## src/rtl/bidir_bounce_counter.sv

```systemverilog
// Up/down counter with programmable bounds: bounce, up-wrap, down-wrap and hold modes.
// Define PRESCALE_EN to add a divider so that a step needs PRESCALE enabled cycles.
module bidir_bounce_counter #(
  parameter int unsigned WIDTH    = 3,
  parameter int unsigned LO       = 0,
  parameter int unsigned HI       = 7,
  parameter int unsigned PRESCALE = 1
) (
  input  logic             clk,
  input  logic             reset_n,
  input  logic             en,
  input  logic [1:0]       mode,
  input  logic             load,
  input  logic [WIDTH-1:0] load_val,
  output logic [WIDTH-1:0] count,
  output logic             dir,
  output logic             at_lo,
  output logic             at_hi,
  output logic             turn,
  output logic [7:0]       periods
);

  typedef enum logic [1:0] {
    MODE_BOUNCE = 2'b00,
    MODE_UP     = 2'b01,
    MODE_DOWN   = 2'b10,
    MODE_HOLD   = 2'b11
  } mode_e;

  if (WIDTH < 2 || WIDTH > 16) begin : g_bad_width
    $error("bidir_bounce_counter: WIDTH must be in 2..16");
  end
  if (LO >= HI) begin : g_bad_bounds
    $error("bidir_bounce_counter: LO must be below HI");
  end
  if ((HI >> WIDTH) != 0) begin : g_bad_hi
    $error("bidir_bounce_counter: HI does not fit in WIDTH bits");
  end
  if (PRESCALE < 1 || PRESCALE > 65535) begin : g_bad_prescale
    $error("bidir_bounce_counter: PRESCALE must be in 1..65535");
  end

  localparam logic [WIDTH-1:0] LO_V = WIDTH'(LO);
  localparam logic [WIDTH-1:0] HI_V = WIDTH'(HI);
  localparam logic [WIDTH-1:0] ONE  = WIDTH'(1);

  function automatic logic [WIDTH-1:0] clamp(input logic [WIDTH-1:0] v);
    if (v < LO_V) return LO_V;
    if (v > HI_V) return HI_V;
    return v;
  endfunction

  // Direction follows the new count so bounce sits on a bound already pointing away.
  function automatic logic dir_rule(input mode_e m, input logic [WIDTH-1:0] c, input logic d);
    if (m == MODE_UP)   return 1'b0;
    if (m == MODE_DOWN) return 1'b1;
    if (c == HI_V)      return 1'b1;
    if (c == LO_V)      return 1'b0;
    return d;
  endfunction

  function automatic logic [WIDTH-1:0] step_val(input mode_e m, input logic [WIDTH-1:0] c,
                                               input logic d);
    case (m)
      MODE_BOUNCE: begin
        if (!d) return (c == HI_V) ? c - ONE : c + ONE;
        return (c == LO_V) ? c + ONE : c - ONE;
      end
      MODE_UP:   return (c == HI_V) ? LO_V : c + ONE;
      MODE_DOWN: return (c == LO_V) ? HI_V : c - ONE;
      default:   return c;
    endcase
  endfunction

  mode_e            mode_s;
  logic [WIDTH-1:0] count_d;
  logic             dir_d;
  logic             turn_d;
  logic [7:0]       periods_d;
  logic             step;

`ifdef PRESCALE_EN
  localparam logic [15:0] DIV_LAST = 16'(PRESCALE - 1);
  logic [15:0] div_q;
  logic [15:0] div_d;
`endif

  assign mode_s = mode_e'(mode);
  assign at_lo  = (count == LO_V);
  assign at_hi  = (count == HI_V);

  // Next-state: load beats step beats idle.
  always_comb begin
    count_d   = count;
    dir_d     = dir;
    turn_d    = 1'b0;
    periods_d = periods;
    step      = 1'b0;
`ifdef PRESCALE_EN
    div_d     = div_q;
`endif
    if (load) begin
      count_d = clamp(load_val);
      dir_d   = dir_rule(mode_s, count_d, dir);
`ifdef PRESCALE_EN
      div_d   = 16'd0;
`endif
    end else if (en && mode_s != MODE_HOLD) begin
`ifdef PRESCALE_EN
      if (div_q == DIV_LAST) begin
        step  = 1'b1;
        div_d = 16'd0;
      end else begin
        div_d = div_q + 16'd1;
      end
`else
      step = 1'b1;
`endif
      if (step) begin
        count_d = step_val(mode_s, count, dir);
        dir_d   = dir_rule(mode_s, count_d, dir);
        turn_d  = (count_d == LO_V) || (count_d == HI_V);
        if (count_d == LO_V) periods_d = periods + 8'd1;
      end
    end
  end

  always_ff @(posedge clk or negedge reset_n) begin
    if (!reset_n) begin
      count   <= LO_V;
      dir     <= 1'b0;
      turn    <= 1'b0;
      periods <= 8'd0;
`ifdef PRESCALE_EN
      div_q   <= 16'd0;
`endif
    end else begin
      count   <= count_d;
      dir     <= dir_d;
      turn    <= turn_d;
      periods <= periods_d;
`ifdef PRESCALE_EN
      div_q   <= div_d;
`endif
    end
  end

endmodule

```

## config.mk

```make
export PLATFORM = sky130hd
export DESIGN_NAME = bidir_bounce_counter
export DESIGN_NICKNAME = d
export VERILOG_FILES = /design/src/rtl/bidir_bounce_counter.sv
export SDC_FILE = /design/constraint.sdc
export NUM_CORES = 1
export LEC_CHECK = 0
export ABC_CLOCK_PERIOD_IN_PS = 3000
export CELL_PAD_IN_SITES_DETAIL_PLACEMENT = 0
export CELL_PAD_IN_SITES_GLOBAL_PLACEMENT = 1
export CORE_ASPECT_RATIO = 0.75
export CORE_MARGIN = 5
export CORE_UTILIZATION = 35
export CTS_CLUSTER_SIZE = 20
export DETAILED_ROUTE_END_ITERATION = 10
export MAX_ROUTING_LAYER = met4
export PLACE_DENSITY = 0.81
export SLEW_MARGIN = 25
export SYNTH_ARGS = -nofsm -noshare
export SYNTH_HDL_FRONTEND = slang
export SYNTH_SLANG_ARGS = --single-unit
```

## constraint.sdc

```tcl
create_clock -name clk -period 3 [get_ports clk]
set_input_delay 0.75 -clock clk [delete_from_list [all_inputs] [get_ports clk]]
set_output_delay 0.75 -clock clk [all_outputs]
set_load 0.02 [all_outputs]
```

==> summary.txt <==
Outcome
  – Status: finished, final reports clean

Synth
  – Post-synth EDFFs: 0
  – Average cell area after synthesis: 9.025 µm²
  – Netlist area before placement: 974.7 µm²
  – Fraction of the yosys area taken by sequential cells: 0.3338
  – Synth async-reset ratio: 1.000
  – Primary FF master, synth: sky130_fd_sc_hd__dfrtp_1
  – Synthesized netlist cell count: roughly 110
  – #FFs+latches synth: 13
  – YS warnings: 0
  – Net count after synthesis: 122
  – Count of unique library cells instantiated by Yosys: 40

Clock tree
  – Number of H-tree branching levels: 1
  – Clock-pin slew of the registers on the worst-case setup and hold paths: 0.05 ns
  – Sink count of the clock tree: 13
  – CTS root buffer: sky130_fd_sc_hd__clkbuf_8
  – Latest clock arrival within the worst-skew pair: 0.24 ns
  – Post-cts repair resize count: 0
  – Post-CTS setup buffers: 0
  – Number of CTS-inserted buffers: 3
  – Total of hold buffers inserted after clock tree synthesis: 0
  – Buffers from clock root to sink, at most: 2
  – Clock tree from TritonCTS: built

STA
  – Achievable frequency: 0.3811 GHz
  – Setup repair after global routing missed its margin: false
  – Final hold violations: 0
  – Number of max-slew violations in the final report: 0
  – Final worst clock skew: 0.003015 ns
  – Slew headroom: 0.6238
  – Final setup viols: 0
  – Worst Max-Slew Pin Slew: 0.5626 ns
  – Crit share post-route: 0.8747
  – Final critical delay including setup and external delays: 2.624 ns
  – Total Neg Setup Slack: 0 ns

Detailed routing
  – Total DRC errors in the routed layout: 0
  – DRT iter0 DRCs: 16
  – Antenna-violating nets left: 0
  – Number of detailed-routing iterations run before antenna repair: 4
  – Routed length per instance: 12.84 µm
  – Number of vias per cell after detailed routing: 5.103
  – Total Routed Length: around 2.2 mm
  – Vias after detailed routing: 888

Worst setup path
  – Largest fanout on the critical path: 7
  – Reg2Reg Depth: 9
  – Worst EP arrival: about 2.8 ns
  – Kind of start point of the critical path: input pin
  – Critical Path Sink: periods[7]
  – Crit Path Category: input pin to register
  – Endpoint of the worst register-to-register path: periods[7]
  – Startpoint of the worst register-to-register path: count[0]
  – Flop-to-flop setup slack: 0.58 ns
  – Worst setup path start: mode[0]
  – CP Data Required Time: 3.16 ns
  – Capturing element type of the critical path: register

Cells and area
  – Layout cell share with drive strength beyond 1: 0.1304
  – Most common library cell in the layout ignoring fill and taps: sky130_fd_sc_hd__clkdlybuf4s50_1
  – Final Net Count: 153
  – Commonest non-fill, non-tap cells in the layout: sky130_fd_sc_hd__clkdlybuf4s50_1, sky130_fd_sc_hd__dfrtp_1, sky130_fd_sc_hd__nor2_1, sky130_fd_sc_hd__nand2_1
  – Area added between synthesis and finish: 35.69%
  – Fraction of the core area covered by cells at the end of the flow: 0.5005
  – Post-Layout Cell Count: roughly 170
  – Non-Filler Cell Area, Final: about 1300 µm²
  – Number of diodes added for antenna fixing: 0

Die
  – Starting density of the core: 0.3688
  – Site Rows: 16
  – Top Ports: 24
  – Die extent in x: 70.94 µm
  – Core footprint: 2643 µm²
  – Vertical die dimension: 55.70 µm
  – Die Footprint: approximately 4000 µm²

Global routing
  – Total overflow reported by the global router: 0
  – Largest net degree at the start of global routing: 14
  – Vias in the first global route: 835
  – Antenna violations before repair: 0
  – All-layer global routing usage: 0.1174
  – Global-route wire length before repair: between 3 and 4 mm

Worst hold path
  – Hold Startpoint: periods[7]
  – Class of the tightest hold or removal check: register to register

Power and ir drop
  – Ratio of total power to cell area: between 500 and 600 nW/µm²
  – Maximum VDD drop: approximately 0.00029 V
  – Static Leakage: 0.6041 nW

Place
  – Cell count after placement: 170
  – Post-DP HPWL: 1.812 mm
  – Final RePlAce weighted congestion: 0.8951
  – Area of placed instances: 1277 µm²
  – Number of I/O port buffers: 23

Run
  – Maxcap violations: 0
-- power breakdown --
part           internal, mW  switching, mW  total (mW)
registers             0.204         0.0505       0.255
logic                 0.149          0.147       0.296
clock network        0.0933         0.0548       0.148
total                 0.446          0.253       0.699
-- routing by layer --
layer | part of all wire | wire [µm] | GRT usage | vias up
met2 | 0.45 | 1012 | 0.1823 | 9
met4 | 0.0067 | 15 | 0.01609 | 0
met1 | 0.52 | 1152 | 0.1596 | 431
li1 | - | - | - | 446
met5 | 0 | 0 | - | -
met3 | 0.024 | 54 | 0.02708 | 2
-- metrics by stage --
step           setup WS, ns  hold WS (ns)  power [mW]
2_1_floorplan        0.6104        0.4544      0.4246
3_3_place_gp         0.2012        0.4632      0.5525
3_5_place_dp         0.1579        0.4643      0.5543
4_1_cts              0.3817        0.4748      0.7068
5_1_grt              0.2693        0.4929      0.7428
6_report             0.3760        0.4671      0.6991
-- cell usage after synthesis (all sizes together) (2+ instances only) --
master	n	area [µm²]
a211oi	2	15.01
a21oi	7	35.03
and2b	2	15.01
buf	3	21.27
dfrtp	13	325.3
ha	5	62.56
inv	5	18.77
nand2	10	37.54
nand3	6	30.03
nor2	12	45.04
nor3	6	46.30
o21ai	7	35.03
xor2	6	52.55
-- worst min path at each step --
stage | end | cells after the start
CTS | periods[7] | 1
global route | periods[7] | 1
detailed placement | periods[7] | 1
global placement | periods[7] | 1
floorplan | count[0] | 0
finish | periods[7] | 1
-- kinds of logic after synthesis --
kind of cell | count (synthesis) | synth area share
AOI/OAI and AO/OA | 28 | 0.2105
buffers and inverters | 9 | 0.04493
DFF | 13 | 0.3338
muxes | 2 | 0.02182
xor gates and xnor gates | 7 | 0.06290
adders and majority gates | 5 | 0.06418
and+or+nand+nor | 44 | 0.2619
-- state kept, by name (all words and copies together), names as in the netlist --
name / cells
periods: 8
count: 3
dir: 1
turn: 1
-- area by class of cell --
cell class,instances,area [µm²]
fillers,265,1320
inverters,5,18.77
repair buffers,30,282.8
well taps,36,45.04
multi-input cells,86,605.6
flip-flops and latches,13,325.3
clock buffers,4,45.04
-- critical path: stages --
cell	delay [ns]
sky130_fd_sc_hd__clkdlybuf4s50_1	0.53
sky130_fd_sc_hd__buf_4	0.17
sky130_fd_sc_hd__nor2b_1	0.14
sky130_fd_sc_hd__a221o_1	0.17
sky130_fd_sc_hd__o211ai_2	0.12
sky130_fd_sc_hd__nand4bb_1	0.34
sky130_fd_sc_hd__buf_4	0.24
sky130_fd_sc_hd__nor3_4	0.16
sky130_fd_sc_hd__xor2_1	0.16
Note: power is estimated with default switching activity, not from simulation.
==> edit 1: new RTL, same flow settings <==
Register the inputs `en`, `mode`, `load` and `load_val` before use. The logic sees them one clock later.
--- a/src/rtl/bidir_bounce_counter.sv
+++ b/src/rtl/bidir_bounce_counter.sv
@@ -28,2 +28,14 @@
   } mode_e;
+
+  logic en_q;
+  logic [1:0] mode_q;
+  logic load_q;
+  logic [WIDTH-1:0] load_val_q;
+
+  always_ff @(posedge clk) begin
+    en_q       <= en;
+    mode_q     <= mode;
+    load_q     <= load;
+    load_val_q <= load_val;
+  end
 
@@ -87,3 +99,3 @@
 
-  assign mode_s = mode_e'(mode);
+  assign mode_s = mode_e'(mode_q);
   assign at_lo  = (count == LO_V);
@@ -101,4 +113,4 @@
 `endif
-    if (load) begin
-      count_d = clamp(load_val);
+    if (load_q) begin
+      count_d = clamp(load_val_q);
       dir_d   = dir_rule(mode_s, count_d, dir);
@@ -107,3 +119,3 @@
 `endif
-    end else if (en && mode_s != MODE_HOLD) begin
+    end else if (en_q && mode_s != MODE_HOLD) begin
 `ifdef PRESCALE_EN
Formal check against the unedited RTL: not equivalent (a bounded check fails within 4 cycles, from zero or initial values and one cycle with reset_n low).
==> edit 1 against the original RTL <==
  * Power increased by 23%
  * Sequential cell count increased by 7
  * Worst setup slack got worse by 100 ps
  * Wire length decreased by 3.5%
  * Synthesized area increased by 8.0%
  * Design area increased by 5.3%
  * Sequential share of layout area increased by 8.8 points
  * Final cell count unchanged
==> edit 1: results (changes against the original RTL) <==
worst_setup_path:
  reg2reg_slack_ps: 280  # -300 ps
  rr_endpoint: "periods[1]"
  crit_type: "reg -> reg"
  crit_family: "simple AND/OR/NAND/NOR gates"
  crit_path_start: "count[0]"
  reg2regPathDepth: 7  # -2
  crit_arrival_ps: 2870  # +90 ps
  cp_slowest_cell: "or4_1"
  slowest_delay_ps: 660  # +130 ps
  path_max_fanout: 8  # +1
yosys:
  synth-xor-area-share: 0.0583  # -0.00464
  synthDistinctLibCells: 36  # -10%
  yosys_warnings: 0  # unchanged
  synthMuxAreaShare: 0.0392  # +0.0174
  syn-num-nets: 126  # +3.3%
  synth_compound_area_frac: 0.127  # -0.0833
  seq_area_frac_synth: 0.442  # +0.109
  async_flop_share: 0.650  # -0.350
  ys_top_cells_by_area: "dfrtp_1 31%, dfxtp_1 13%, ha_1 5.9%, xor2_1 5.0%, nand2_1 4.6%"
  yosys-top-cells-count: "13 x dfrtp_1, 13 x nand2_1, 11 x nor2_1"
cells_and_area:
  final_nets: 151  # -1.3%
  largestRegisters: "periods x8, count x3, load_val_q x3"
  drive_gt1_frac: 0.0882  # -0.0422
placement:
  hpwlAfterDp_um: 1710  # -5.9%
  place_ws_ps: 292  # +134 ps
  gp_congestion: 0.827  # -7.6%
sta:
  clock_skew_ps: 1.57  # -1.45 ps
  max_freq_mhz: 367  # -3.7%
  relSlewSlack: 0.593  # -0.0311
clock_tree:
  clockBufferDepth: 2  # unchanged
  cts.clk_slew.worst_paths_ps: 70  # +20 ps
  clk_latency_ps: 260  # +20 ps
route:
  viasPerCell: 5.08  # -0.45%
  drtIter0Drc: 26  # +10
outcome:
  status: "finished clean"
hold_path:
  hp-class: "reg -> reg"
power_and_ir_drop:
  vdd_ir_drop_max_mv: 0.273  # -4.1%
global_route:
  grt_pass1_vias: 819  # -1.9%
  grt_usage: 0.116  # -0.00113
  grt_pass1_wl_um: 3660  # -3.8%
[edit 1: metal layers]
metal	global-route usage	up-vias	part of all wire
li1	-	448	-
met1	0.151	412	0.51
met2	0.163	19	0.42
met3	0.0423	5	0.054
met4	0.0465	0	0.019
met5	-	-	0
[edit 1: power breakdown]
part | internal [W] | total [W] | switching (W)
clock network | 0.000178 | 0.000262 | 0.0000839
logic | 0.000123 | 0.000250 | 0.000127
registers | 0.000301 | 0.000346 | 0.0000453
[edit 1: worst min-delay path by stage]
| stage | end | cells after the start | slack (ps) |
|---|---|---|---|
| finish | periods[7] | 1 | 470 |
| global route | periods[7] | 1 | 500 |
| CTS | periods[7] | 1 | 470 |
| detailed placement | periods[7] | 1 | 460 |
| global placement | periods[7] | 1 | 450 |
| floorplan | count[0] | 0 | 450 |
[edit 1: per-stage QoR]
step | total power [W] | std cells | area [um^2] | util
finish | 0.000858 | 174 | 1390 | 0.478
global route | 0.000916 | 174 | 1390 | 0.478
CTS | 0.000871 | 174 | 1390 | 0.478
detailed placement | 0.000604 | 170 | 1320 | 0.453
global placement | 0.000599 | 170 | 1320 | 0.453
floorplan | 0.000494 | 112 | 1050 | -
[edit 1: area by class of cell]
cell class,instances,area (um^2)
clock buffers,3,41.3
clock inverters,1,30.0
fillers,279,1520
inverters,5,18.8
multi-input cells,83,552
flip-flops and latches,20,465
well taps,38,47.5
repair buffers,24,238
[edit 1: cells by family after synthesis]
| family | count (synthesis) |
|---|---|
| AND/OR/NAND/NOR | 47 |
| AO/OA/AOI/OAI | 20 |
| flip-flops | 20 |
| buffers and inverters | 9 |
| XOR/XNOR | 7 |
| adder cells (fa/ha/maj) | 5 |
| multiplexers | 4 |
==> edit 2: new RTL, same flow settings <==
Made on the original files. `WIDTH`: 3 -> 5.
--- a/src/rtl/bidir_bounce_counter.sv
+++ b/src/rtl/bidir_bounce_counter.sv
@@ -3,3 +3,3 @@
 module bidir_bounce_counter #(
-  parameter int unsigned WIDTH    = 3,
+  parameter int unsigned WIDTH    = 5,
   parameter int unsigned LO       = 0,
Interface: changed (resized count and load_val); port bits go from 24 to 28. The function was not compared with the original's and may differ.
==> edit 2 against the original RTL <==
  * Clock power rose by 7%
  * Worst setup slack got worse by 160 ps
  * Design area rose by 23%
  * Synthesized area rose by 21%
  * Count of clock-buffer cells in the layout did not move
  * Wire length rose by 47%
  * Power rose by 4.4%
  * Synthesized cell count rose by 28%
  * Sequential share of layout area fell by 1.4 points
  * Clock skew fell by 2.3 ps
  * Critical path depth fell by 5
  * Register-to-register slack got worse by 270 ps
  * Sequential cell count rose by 2
  * Die area rose by 18%
  * Critical endpoint is now at_hi
  * Highest routed layer unchanged
==> edit 2: results (changes against the original RTL) <==
placement:
  dpl_cell_area_mm2: 0.00157  # +23%
  hpwlAfterDp_um: 2570  # +42%
  dp_cells: 211  # +24%
  place_ws_ps: 2.00  # -156 ps
  io_buffers: 27  # +17%
  gp_congestion: 0.866  # -3.3%
sta:
  hold_ws_ps: 482  # +15.1 ps
  period_minus_slack_ps: 2790  # +163 ps
  worst_pin_slew_ps: 668  # +106 ps
  clock_skew_ps: 0.751  # -2.26 ps
power_and_ir_drop:
  p_leak_nw: 0.679  # +12%
  p_int_w: 0.000470  # +5.4%
  p_seq_w: 0.000277  # +8.6%
  vdd_ir_drop_max_mv: 0.190  # -33%
  pwr-share-seq: 0.380  # +0.016
  powerComb_w: 0.000293
worst_setup_path:
  rr_endpoint: "periods[1]"
  crit_path_start: "count[1]"
  crit_arrival_ps: 2040  # -740 ps
  crit_family: "buffers and inverters"
  reg2regPathDepth: 8  # -1
  path_max_fanout: 8  # +1
  cp_slowest_cell: "clkdlybuf4s50_1"
  reg2reg_slack_ps: 310  # -270 ps
  cp-endpoint: "at_hi"
  slowest_delay_ps: 600  # +70 ps
route:
  drtIter0Drc: 128  # +112
  wl_um: 3290  # +47%
  dr_total_vias: 1176  # +32%
  firstDrtPassIters: 4  # unchanged
cells_and_area:
  fill_cells: 311  # +17%
  fin_cells: 215  # +24%
  drive_gt1_frac: 0.149  # +0.0181
  final_nets: 190  # +24%
  largestRegisters: "periods x8, count x5"
  largest_register_ffs: 8  # unchanged
yosys:
  yosys_warnings: 0  # unchanged
  seq_area_frac_synth: 0.317  # -0.0163
  synthDistinctLibCells: 48  # +20%
  syn-num-nets: 152  # +25%
  ys.flop_type: "dfrtp_1"
  ys_top_cells_by_area: "dfrtp_1 32%, xnor2_1 5.2%, nor2_1 3.8%, ha_1 3.2%, a21oi_1 3.0%"
  yosys-top-cells-count: "15 x dfrtp_1, 12 x nor2_1"
  avgSynthCellArea_um2: 8.57  # -5.1%
clock_tree:
  clk_latency_ps: 240  # about the same
  clockBufferDepth: 2  # unchanged
  cts.clk_slew.worst_paths_ps: 60
  cts_htree_levels: 1  # unchanged
  cts_resized: 1  # +1
global_route:
  grt_pass1_wl_um: 5750  # +51%
  antenna_found_initial: 0  # unchanged
  grt_usage: 0.157  # +0.0398
  grt_max_degree: 16  # +2
  grt_pass1_vias: 1132  # +36%
hold_path:
  hp-class: "reg -> reg"
run:
  maxCapViolCount: 0  # unchanged
outcome:
  status: "finished clean"
edit 2: layout make-up:
| type | instances | area (um^2) | share of cell area |
|---|---|---|---|
| well taps | 40 | 50.0 | 0.0307 |
| flip-flops and latches | 15 | 378 | 0.232 |
| inverters | 7 | 26.3 | 0.0161 |
| repair buffers | 43 | 393 | 0.241 |
| multi-input cells | 106 | 736 | 0.452 |
| clock buffers | 4 | 45.0 | 0.0277 |
edit 2: logic make-up after synthesis:
logic type,after synthesis,synth area share
AO/OA/AOI/OAI,39,0.236
XOR/XNOR,9,0.0667
adder cells (fa/ha/maj),3,0.0317
buffers and inverters,17,0.0709
flip-flops,15,0.317
multiplexers,2,0.0212
AND/OR/NAND/NOR,53,0.256
edit 2: routing by layer:
layer | global-route usage | vias to the layer above | wire length, um
met3 | 0.0312 | 2 | 186
li1 | - | 590 | -
met4 | 0.0294 | 0 | 25
met2 | 0.222 | 36 | 1450
met5 | - | - | 0
met1 | 0.233 | 548 | 1630
